File: config.mk
export PLATFORM = sky130hd
export DESIGN_NAME = llc_mem_bridge_flat
export DESIGN_NICKNAME = d
export VERILOG_FILES = /design/src/rtl/llc_mem_bridge_pkg.sv /design/src/rtl/llc_mem_bridge_if.sv /design/src/rtl/llc_mem_bridge_line_shifter.sv /design/src/rtl/llc_mem_bridge.sv /design/src/flat_wrapper.sv
export SDC_FILE = /design/constraint.sdc
export NUM_CORES = 1
export LEC_CHECK = 0
export BUFFER_PORTS_ARGS = -buffer_cell sky130_fd_sc_hd__buf_2
export CAP_MARGIN = 20
export CORE_AREA = 2 2 156 158
export DETAILED_ROUTE_END_ITERATION = 12
export DIE_AREA = 0 0 158 160
export GPL_TIMING_DRIVEN = 0
export PLACE_DENSITY = 0.69
export SKIP_LAST_GASP = 1
export SYNTH_ARGS = -nofsm -noshare
export SYNTH_HDL_FRONTEND = slang
export SYNTH_HIERARCHICAL = 1
export SYNTH_SLANG_ARGS = --single-unit
File: constraint.sdc
create_clock -name clk -period 1.8 [get_ports clk]
set_clock_uncertainty 0.05 [all_clocks]
set_input_delay 0.36 -clock clk [delete_from_list [all_inputs] [get_ports clk]]
set_output_delay 0.36 -clock clk [all_outputs]
set_load 0.02 [all_outputs]
File: src/rtl/llc_mem_bridge_pkg.sv
// Shared sizes and FSM state type for the LLC-to-memory bridge.
// Optional write-acknowledge phase: LLC_MEM_BRIDGE_WR_ACK_EN.
`ifndef WORDS_PER_LINE
`define WORDS_PER_LINE 4
`endif
`ifndef BITS_PER_WORD
`define BITS_PER_WORD 32
`endif
`ifndef BITS_PER_LINE
`define BITS_PER_LINE (`WORDS_PER_LINE * `BITS_PER_WORD)
`endif
`ifndef ADDR_BITS
`define ADDR_BITS 32
`endif
`ifndef LINE_ADDR_BITS
`define LINE_ADDR_BITS 28
`endif
`ifndef HPROT_WIDTH
`define HPROT_WIDTH 2
`endif

package llc_mem_bridge_pkg;
    localparam int unsigned LLC_MEM_WORDS_PER_LINE = `WORDS_PER_LINE;
    localparam int unsigned LLC_MEM_WORD_BITS      = `BITS_PER_WORD;
    localparam int unsigned BITS_PER_LINE          = `BITS_PER_LINE;
    localparam int unsigned ADDR_BITS              = `ADDR_BITS;
    localparam int unsigned LINE_ADDR_BITS         = `LINE_ADDR_BITS;
    localparam int unsigned HPROT_WIDTH            = `HPROT_WIDTH;
    localparam int unsigned LLC_MEM_OFFSET_BITS    = ADDR_BITS - LINE_ADDR_BITS;
    localparam int unsigned LLC_MEM_BEAT_CNT_BITS  = $clog2(`WORDS_PER_LINE);

    typedef enum logic [2:0] {
        ST_IDLE,
        ST_CMD,
        ST_WDATA,
        ST_RDATA,
        ST_RSP
`ifdef LLC_MEM_BRIDGE_WR_ACK_EN
        , ST_WACK
`endif
    } llc_mem_bridge_state_t;
endpackage

File: src/rtl/llc_mem_bridge_if.sv
// LLC request/response and word-wide memory channels of the bridge.
// Write-ack handshake present only with LLC_MEM_BRIDGE_WR_ACK_EN.
interface llc_mem_bridge_if
    import llc_mem_bridge_pkg::*;
#(
    parameter int unsigned WORD_BITS = LLC_MEM_WORD_BITS
);
    logic                      llc_mem_req_valid;
    logic                      llc_mem_req_ready;
    logic                      llc_mem_req_hwrite;
    logic [HPROT_WIDTH-1:0]    llc_mem_req_hprot;
    logic [LINE_ADDR_BITS-1:0] llc_mem_req_addr;
    logic [BITS_PER_LINE-1:0]  llc_mem_req_line;
    logic                      llc_mem_rsp_valid;
    logic                      llc_mem_rsp_ready;
    logic [BITS_PER_LINE-1:0]  llc_mem_rsp_line;
    logic                      mem_cmd_valid;
    logic                      mem_cmd_ready;
    logic                      mem_cmd_write;
    logic [HPROT_WIDTH-1:0]    mem_cmd_hprot;
    logic [ADDR_BITS-1:0]      mem_cmd_addr;
    logic                      mem_wdata_valid;
    logic                      mem_wdata_ready;
    logic [WORD_BITS-1:0]      mem_wdata;
    logic                      mem_wdata_last;
    logic                      mem_rdata_valid;
    logic                      mem_rdata_ready;
    logic [WORD_BITS-1:0]      mem_rdata;
    logic                      mem_rdata_last;
    logic                      mem_err;
`ifdef LLC_MEM_BRIDGE_WR_ACK_EN
    logic                      mem_wack_valid;
    logic                      mem_wack_ready;
`endif

    modport slave (
        input  llc_mem_req_valid, llc_mem_req_hwrite, llc_mem_req_hprot,
               llc_mem_req_addr, llc_mem_req_line, llc_mem_rsp_ready,
               mem_cmd_ready, mem_wdata_ready, mem_rdata_valid, mem_rdata,
               mem_rdata_last,
`ifdef LLC_MEM_BRIDGE_WR_ACK_EN
        input  mem_wack_valid,
        output mem_wack_ready,
`endif
        output llc_mem_req_ready, llc_mem_rsp_valid, llc_mem_rsp_line,
               mem_cmd_valid, mem_cmd_write, mem_cmd_hprot, mem_cmd_addr,
               mem_wdata_valid, mem_wdata, mem_wdata_last, mem_rdata_ready,
               mem_err
    );

    modport master (
        output llc_mem_req_valid, llc_mem_req_hwrite, llc_mem_req_hprot,
               llc_mem_req_addr, llc_mem_req_line, llc_mem_rsp_ready,
               mem_cmd_ready, mem_wdata_ready, mem_rdata_valid, mem_rdata,
               mem_rdata_last,
`ifdef LLC_MEM_BRIDGE_WR_ACK_EN
        output mem_wack_valid,
        input  mem_wack_ready,
`endif
        input  llc_mem_req_ready, llc_mem_rsp_valid, llc_mem_rsp_line,
               mem_cmd_valid, mem_cmd_write, mem_cmd_hprot, mem_cmd_addr,
               mem_wdata_valid, mem_wdata, mem_wdata_last, mem_rdata_ready,
               mem_err
    );
endinterface

File: src/rtl/llc_mem_bridge_line_shifter.sv
// Line register of the bridge: whole-line load, per-word write and word select
// indexed by the beat counter.
module llc_mem_line_shifter
    import llc_mem_bridge_pkg::*;
#(
    parameter int unsigned WORDS     = LLC_MEM_WORDS_PER_LINE,
    parameter int unsigned WORD_BITS = LLC_MEM_WORD_BITS
) (
    input  logic                             clk,
    input  logic                             rst,
    input  logic                             i_load,
    input  logic [BITS_PER_LINE-1:0]         i_line,
    input  logic                             i_wr,
    input  logic [LLC_MEM_BEAT_CNT_BITS-1:0] i_idx,
    input  logic [WORD_BITS-1:0]             i_word,
    output logic [BITS_PER_LINE-1:0]         o_line,
    output logic [WORD_BITS-1:0]             o_word
);
    logic [BITS_PER_LINE-1:0] r_line;

    always_ff @(posedge clk or negedge rst) begin
        if (!rst) begin
            r_line <= '0;
        end else if (i_load) begin
            r_line <= i_line;
        end else if (i_wr) begin
            for (int unsigned w = 0; w < WORDS; w++) begin
                if (i_idx == LLC_MEM_BEAT_CNT_BITS'(w))
                    r_line[w*WORD_BITS +: WORD_BITS] <= i_word;
            end
        end
    end

    always_comb begin
        o_word = '0;
        for (int unsigned w = 0; w < WORDS; w++) begin
            if (i_idx == LLC_MEM_BEAT_CNT_BITS'(w))
                o_word = r_line[w*WORD_BITS +: WORD_BITS];
        end
    end

    assign o_line = r_line;
endmodule

File: src/rtl/llc_mem_bridge.sv
// Serializes whole-line LLC memory requests onto a word-wide memory port, one
// transaction at a time. Optional write-ack wait: LLC_MEM_BRIDGE_WR_ACK_EN.
module llc_mem_bridge
    import llc_mem_bridge_pkg::*;
#(
    parameter int unsigned WORDS_PER_LINE = LLC_MEM_WORDS_PER_LINE,
    parameter int unsigned WORD_BITS      = LLC_MEM_WORD_BITS
) (
    input  logic            clk,
    input  logic            rst,
    llc_mem_bridge_if.slave bus
);
    localparam logic [LLC_MEM_BEAT_CNT_BITS-1:0] LAST_IDX =
        LLC_MEM_BEAT_CNT_BITS'(WORDS_PER_LINE - 1);

    llc_mem_bridge_state_t             r_state, w_next;
    logic                              r_live, r_hwrite, r_err;
    logic [HPROT_WIDTH-1:0]            r_hprot;
    logic [LINE_ADDR_BITS-1:0]         r_addr;
    logic [LLC_MEM_BEAT_CNT_BITS-1:0]  r_cnt;
    logic                              w_req_fire, w_cmd_fire, w_wbeat, w_rbeat, w_last;
    logic [WORD_BITS-1:0]              w_wword;
    logic [BITS_PER_LINE-1:0]          w_line;

    assign w_last     = (r_cnt == LAST_IDX);
    assign w_req_fire = r_live && (r_state == ST_IDLE) && bus.llc_mem_req_valid;
    assign w_cmd_fire = (r_state == ST_CMD) && bus.mem_cmd_ready;
    assign w_wbeat    = (r_state == ST_WDATA) && bus.mem_wdata_ready;
    assign w_rbeat    = (r_state == ST_RDATA) && bus.mem_rdata_valid;

    always_ff @(posedge clk or negedge rst) begin
        if (!rst) r_state <= ST_IDLE;
        else      r_state <= w_next;
    end

    // r_live keeps request-ready low until the first edge after reset release.
    always_ff @(posedge clk or negedge rst) begin
        if (!rst) begin
            r_live   <= 1'b0;
            r_hwrite <= 1'b0;
            r_hprot  <= '0;
            r_addr   <= '0;
            r_cnt    <= '0;
            r_err    <= 1'b0;
        end else begin
            r_live <= 1'b1;
            if (w_req_fire) begin
                r_hwrite <= bus.llc_mem_req_hwrite;
                r_hprot  <= bus.llc_mem_req_hprot;
                r_addr   <= bus.llc_mem_req_addr;
                r_cnt    <= '0;
            end else if (w_wbeat || w_rbeat) begin
                r_cnt <= r_cnt + 1'b1;
            end
            if (w_rbeat && (bus.mem_rdata_last != w_last))
                r_err <= 1'b1;
        end
    end

    always_comb begin
        w_next                = r_state;
        bus.llc_mem_req_ready = 1'b0;
        bus.mem_cmd_valid     = 1'b0;
        bus.mem_wdata_valid   = 1'b0;
        bus.mem_rdata_ready   = 1'b0;
        bus.llc_mem_rsp_valid = 1'b0;
`ifdef LLC_MEM_BRIDGE_WR_ACK_EN
        bus.mem_wack_ready    = 1'b0;
`endif
        case (r_state)
            ST_IDLE: begin
                bus.llc_mem_req_ready = r_live;
                if (w_req_fire) w_next = ST_CMD;
            end
            ST_CMD: begin
                bus.mem_cmd_valid = 1'b1;
                if (w_cmd_fire) w_next = r_hwrite ? ST_WDATA : ST_RDATA;
            end
            ST_WDATA: begin
                bus.mem_wdata_valid = 1'b1;
`ifdef LLC_MEM_BRIDGE_WR_ACK_EN
                if (w_wbeat && w_last) w_next = ST_WACK;
`else
                if (w_wbeat && w_last) w_next = ST_IDLE;
`endif
            end
            ST_RDATA: begin
                bus.mem_rdata_ready = 1'b1;
                if (w_rbeat && w_last) w_next = ST_RSP;
            end
            ST_RSP: begin
                bus.llc_mem_rsp_valid = 1'b1;
                if (bus.llc_mem_rsp_ready) w_next = ST_IDLE;
            end
`ifdef LLC_MEM_BRIDGE_WR_ACK_EN
            ST_WACK: begin
                bus.mem_wack_ready = 1'b1;
                if (bus.mem_wack_valid) w_next = ST_IDLE;
            end
`endif
            default: w_next = ST_IDLE;
        endcase
    end

    llc_mem_line_shifter #(
        .WORDS     (WORDS_PER_LINE),
        .WORD_BITS (WORD_BITS)
    ) u_line (
        .clk    (clk),
        .rst    (rst),
        .i_load (w_req_fire),
        .i_line (bus.llc_mem_req_line),
        .i_wr   (w_rbeat),
        .i_idx  (r_cnt),
        .i_word (bus.mem_rdata),
        .o_line (w_line),
        .o_word (w_wword)
    );

    assign bus.mem_cmd_write    = r_hwrite;
    assign bus.mem_cmd_hprot    = r_hprot;
    assign bus.mem_cmd_addr     = {r_addr, {LLC_MEM_OFFSET_BITS{1'b0}}};
    assign bus.mem_wdata        = w_wword;
    assign bus.mem_wdata_last   = w_last;
    assign bus.llc_mem_rsp_line = w_line;
    assign bus.mem_err          = r_err;
endmodule

File: src/flat_wrapper.sv
// flat-port wrapper written by rule: the top's interface ports become plain ports
module llc_mem_bridge_flat import llc_mem_bridge_pkg::*;
#(
    parameter int unsigned WORDS_PER_LINE = LLC_MEM_WORDS_PER_LINE,
    parameter int unsigned WORD_BITS      = LLC_MEM_WORD_BITS
)
  (clk, rst, bus_llc_mem_req_valid, bus_llc_mem_req_hwrite, bus_llc_mem_req_hprot, bus_llc_mem_req_addr, bus_llc_mem_req_line, bus_llc_mem_rsp_ready, bus_mem_cmd_ready, bus_mem_wdata_ready, bus_mem_rdata_valid, bus_mem_rdata, bus_mem_rdata_last, bus_llc_mem_req_ready, bus_llc_mem_rsp_valid, bus_llc_mem_rsp_line, bus_mem_cmd_valid, bus_mem_cmd_write, bus_mem_cmd_hprot, bus_mem_cmd_addr, bus_mem_wdata_valid, bus_mem_wdata, bus_mem_wdata_last, bus_mem_rdata_ready, bus_mem_err);
  llc_mem_bridge_if #(.WORD_BITS(WORD_BITS)) bus_i ();
  input  logic clk;
  input  logic rst;
  input wire logic [$bits(bus_i.llc_mem_req_valid)-1:0] bus_llc_mem_req_valid;
  input wire logic [$bits(bus_i.llc_mem_req_hwrite)-1:0] bus_llc_mem_req_hwrite;
  input wire logic [$bits(bus_i.llc_mem_req_hprot)-1:0] bus_llc_mem_req_hprot;
  input wire logic [$bits(bus_i.llc_mem_req_addr)-1:0] bus_llc_mem_req_addr;
  input wire logic [$bits(bus_i.llc_mem_req_line)-1:0] bus_llc_mem_req_line;
  input wire logic [$bits(bus_i.llc_mem_rsp_ready)-1:0] bus_llc_mem_rsp_ready;
  input wire logic [$bits(bus_i.mem_cmd_ready)-1:0] bus_mem_cmd_ready;
  input wire logic [$bits(bus_i.mem_wdata_ready)-1:0] bus_mem_wdata_ready;
  input wire logic [$bits(bus_i.mem_rdata_valid)-1:0] bus_mem_rdata_valid;
  input wire logic [$bits(bus_i.mem_rdata)-1:0] bus_mem_rdata;
  input wire logic [$bits(bus_i.mem_rdata_last)-1:0] bus_mem_rdata_last;
  output wire logic [$bits(bus_i.llc_mem_req_ready)-1:0] bus_llc_mem_req_ready;
  output wire logic [$bits(bus_i.llc_mem_rsp_valid)-1:0] bus_llc_mem_rsp_valid;
  output wire logic [$bits(bus_i.llc_mem_rsp_line)-1:0] bus_llc_mem_rsp_line;
  output wire logic [$bits(bus_i.mem_cmd_valid)-1:0] bus_mem_cmd_valid;
  output wire logic [$bits(bus_i.mem_cmd_write)-1:0] bus_mem_cmd_write;
  output wire logic [$bits(bus_i.mem_cmd_hprot)-1:0] bus_mem_cmd_hprot;
  output wire logic [$bits(bus_i.mem_cmd_addr)-1:0] bus_mem_cmd_addr;
  output wire logic [$bits(bus_i.mem_wdata_valid)-1:0] bus_mem_wdata_valid;
  output wire logic [$bits(bus_i.mem_wdata)-1:0] bus_mem_wdata;
  output wire logic [$bits(bus_i.mem_wdata_last)-1:0] bus_mem_wdata_last;
  output wire logic [$bits(bus_i.mem_rdata_ready)-1:0] bus_mem_rdata_ready;
  output wire logic [$bits(bus_i.mem_err)-1:0] bus_mem_err;
  assign bus_i.llc_mem_req_valid = bus_llc_mem_req_valid;
  assign bus_i.llc_mem_req_hwrite = bus_llc_mem_req_hwrite;
  assign bus_i.llc_mem_req_hprot = bus_llc_mem_req_hprot;
  assign bus_i.llc_mem_req_addr = bus_llc_mem_req_addr;
  assign bus_i.llc_mem_req_line = bus_llc_mem_req_line;
  assign bus_i.llc_mem_rsp_ready = bus_llc_mem_rsp_ready;
  assign bus_i.mem_cmd_ready = bus_mem_cmd_ready;
  assign bus_i.mem_wdata_ready = bus_mem_wdata_ready;
  assign bus_i.mem_rdata_valid = bus_mem_rdata_valid;
  assign bus_i.mem_rdata = bus_mem_rdata;
  assign bus_i.mem_rdata_last = bus_mem_rdata_last;
  assign bus_llc_mem_req_ready = bus_i.llc_mem_req_ready;
  assign bus_llc_mem_rsp_valid = bus_i.llc_mem_rsp_valid;
  assign bus_llc_mem_rsp_line = bus_i.llc_mem_rsp_line;
  assign bus_mem_cmd_valid = bus_i.mem_cmd_valid;
  assign bus_mem_cmd_write = bus_i.mem_cmd_write;
  assign bus_mem_cmd_hprot = bus_i.mem_cmd_hprot;
  assign bus_mem_cmd_addr = bus_i.mem_cmd_addr;
  assign bus_mem_wdata_valid = bus_i.mem_wdata_valid;
  assign bus_mem_wdata = bus_i.mem_wdata;
  assign bus_mem_wdata_last = bus_i.mem_wdata_last;
  assign bus_mem_rdata_ready = bus_i.mem_rdata_ready;
  assign bus_mem_err = bus_i.mem_err;
  llc_mem_bridge #(.WORDS_PER_LINE(WORDS_PER_LINE), .WORD_BITS(WORD_BITS)) u_core (.clk(clk), .rst(rst), .bus(bus_i));
endmodule
==> results_dict.tcl <==
set metrics [dict create \
    hpwlAfterDp_mm 24.56 \
    num_io_pins 401 \
    syn_to_final_growth_pct 72.09 \
    fmax_ghz 0.4374 \
    arrival_ps 1880 \
    grt_pass1_vias 8454 \
    reg2reg_depth 9 \
    crit_fanout 5 \
    cts_tree "built" \
    irDropWorstVdd_uv 960.1 \
    drt_wl_total_mm 40.20 \
    synth_area_sq_um 8835 \
    endpoint_kind "output pin" \
    drt_iter0_markers 768 \
    vias 9026 \
    maxCapViolations 0 \
    start_util_pct 37.09 \
    h-tree-depth 4 \
    wl_per_cell_microns 23.77 \
    place.port_buffers 396 \
    nFillCells 1938 \
    synth_commonest_cells "236 x a21oi_1, 166 x dfrtp_1, 128 x nor2b_1" \
    syn_inst 860 \
    grt_overflow 0 \
    crit_path_start_kind "flop" \
    seq_area_sq_um 4156 \
    min_path_type "input pin to flop" \
    drive_above_1_share_pct 65.79 \
    tightest_slew_ps 682.3 \
    r2r-start "u_core/r_state[0]" \
    die_area_sq_um 25280 \
    clock_sinks 166 \
    setup_tns_ps -19850 \
    synth-main-ff-cell "dfrtp_1" \
    clk_pin_slew_ps 80 \
    synth.most_common_cell "a21oi_1" \
    antenna_found_initial 2 \
    multi_input_area_sq_um 5370 \
    ys_seq_area_share_pct 47.02 \
    synth_seq_cells 166 \
    ant_nets 0 \
    cellLeakagePower_nw 6.834 \
    synth_area_per_cell_sq_um 10.27 \
    synth.area.top_cells "dfrtp_1 47%, a21oi_1 13%, nor2b_1 9.1%" \
    gp_congestion 0.8369 \
    async_flop_share_pct 100.0 \
    status "complete, but fails checks" \
    r2r_end "u_core/u_line/o_line[123]" \
    finish.net_count 1552 \
    cts_buffers 17 \
    criticalPathCategory "flop to output pin" \
    viasPerCell 5.338 \
    die_w_microns 158 \
    design_area_sq_um 15200 \
    firstDrtPassIters 5 \
    fin_crit_sh_pct 127.0 \
    slew_viol_final 0 \
    yosys_warnings 6 \
    drc 0 \
    grt_pass1_wl_mm 50.07 \
    setup_viol 157 \
    dp_slack_ps -715.7 \
    min_delay_path_depth 2 \
    setup_ws_ps -486.5 \
    ys_types 40 \
    placed_cell_area_sq_um 11300 \
    slew-limit-headroom_pct 54.51 \
    grtUsageTotal_pct 26.53 \
    die_h_microns 160 \
    hold_start "bus_llc_mem_req_hprot[1]" \
    cts_buffer_depth 2 \
    power_w 0.02749 \
    cp.required_ps 1390 \
    synth-edff-count 0 \
    final_util_pct 63.82 \
    rsz0062_at_grt "true" \
    yosysTopAreaCellShare_pct 47.02 \
    p_per_area_nw_per_um2 1808 \
    violations "setup timing" \
    whs_endpoint "u_core/bus.mem_cmd_hprot[1]" \
    core-area_sq_um 23820 \
    rows 57 \
    clock_latency_ps 430 \
    synth_top_cell_by_area "dfrtp_1" \
    grt_max_degree 85 \
    worst-r2r-setup-slack_ps -140 \
    root_buffer "clkbuf_16" \
    post-route-min-period_ps 2286 \
    hold_viol 0 \
]
-- worst max-delay path, cell delays in order (launching register included) --
cell,delay [ps]
dfrtp_2,430
buf_12,180
clkbuf_16,170
mux4_2,520
buf_6,150
-- where the power goes --
group          switching, W  internal [W]  total, W
clock               0.00174       0.00185   0.00358
combinational       0.00862       0.00796    0.0166
sequential          0.00168       0.00565   0.00733
total                0.0120        0.0155    0.0275
-- flip-flops by register name, indices dropped and copies added, names as in the netlist --
name and cells:
u_core/bus.mem_err 1, u_core/r_state 3, u_core/r_cnt 2, u_core/bus.mem_cmd_hprot 2, u_core/u_line/o_line 128, u_core/bus.mem_cmd_write 1
u_core/r_addr 28, u_core/r_live 1
-- placed cells by master (no fill, tap or decap), types with 3 or more instances in the layout --
cell type and count:
a21oi_1 120, conb_1 5, clkinv_4 6, mux2_4 27, buf_16 5, buf_2 362, nor2_1 4, nand2_1 110
buf_12 33, nor2b_2 15, inv_6 3, mux2_2 4, clkbuf_16 58, buf_8 12, a21oi_4 15, nor2b_1 45
nand2_2 10, buf_4 35, a21oi_2 125, nor2b_4 68, mux4_2 32, dfrtp_1 164, nand2_4 11, buf_6 53
clkinv_2 3
-- timing repair --
action	in CTS	in global routing
resized for setup	135	397
gates cloned	1	43
buffers inserted	15	16
pin swaps	3	100
hold endpoints to repair	82	0
hold buffers	1	0
setup endpoints to repair	164	192
-- through the flow --
step / instances / hold slack [ps]
after floorplan: 863 / 14.41
after global placement: 1583 / 389.7
after detailed placement: 1584 / 355.7
after CTS: 1632 / 86.94
after global routing: 1690 / 85.50
final: 1691 / 100.9
-- layout make-up --
cell class                      instances  share of cell area (%)
Sequential cell                       166                   27.34
Buffer                                 71                   7.629
Clock buffer                           18                   2.889
Timing Repair Buffer                  473                   23.27
Clock inverter                         14                  0.7983
Inverter                                2                 0.04938
Antenna cell                            2                 0.03292
Multi-Input combinational cell        621                   35.32
Tap cell                              324                   2.666
-- metal layers --
layer,vias to the layer above,global-route usage (%),wire (microns)
met2,456,45.55,20250
met1,4528,34.35,16220
li1,3967,-,-
met5,-,0,0
met4,0,7.985,1130
met3,75,4.288,2600
-- how the worst max path moves through the flow --
stage                           endpoint  slack (ps)  cells past startpoint               from
2_1_floorplan   u_core/u_line/o_line[33]         -20                      9  u_core/r_state[0]
4_1_cts                bus_mem_wdata[20]        -480                      4    u_core/r_cnt[0]
3_3_place_gp   u_core/u_line/o_line[121]       -2420                      1                rst
6_report               bus_mem_wdata[25]        -490                      4    u_core/r_cnt[0]
5_1_grt                bus_mem_wdata[25]        -530                      4    u_core/r_cnt[0]
3_5_place_dp   u_core/u_line/o_line[123]        -720                      9  u_core/r_state[0]
-- cells by family (layout without fill, tap and decap cells) --
group / Yosys count / in the layout / share of synthesized area, %
and+or+nand+nor: 285 / 285 / 16.94
AOI/OAI and AO/OA: 265 / 265 / 16.13
DFF: 166 / 166 / 47.02
buffers and inverters: 76 / 578 / 6.217
muxes: 64 / 64 / 13.37
other: 2 / 7 / 0.08501
adders and majority gates: 1 / 1 / 0.1416
xor gates and xnor gates: 1 / 1 / 0.09915
No activity file was read; power rests on OpenSTA's default activity.
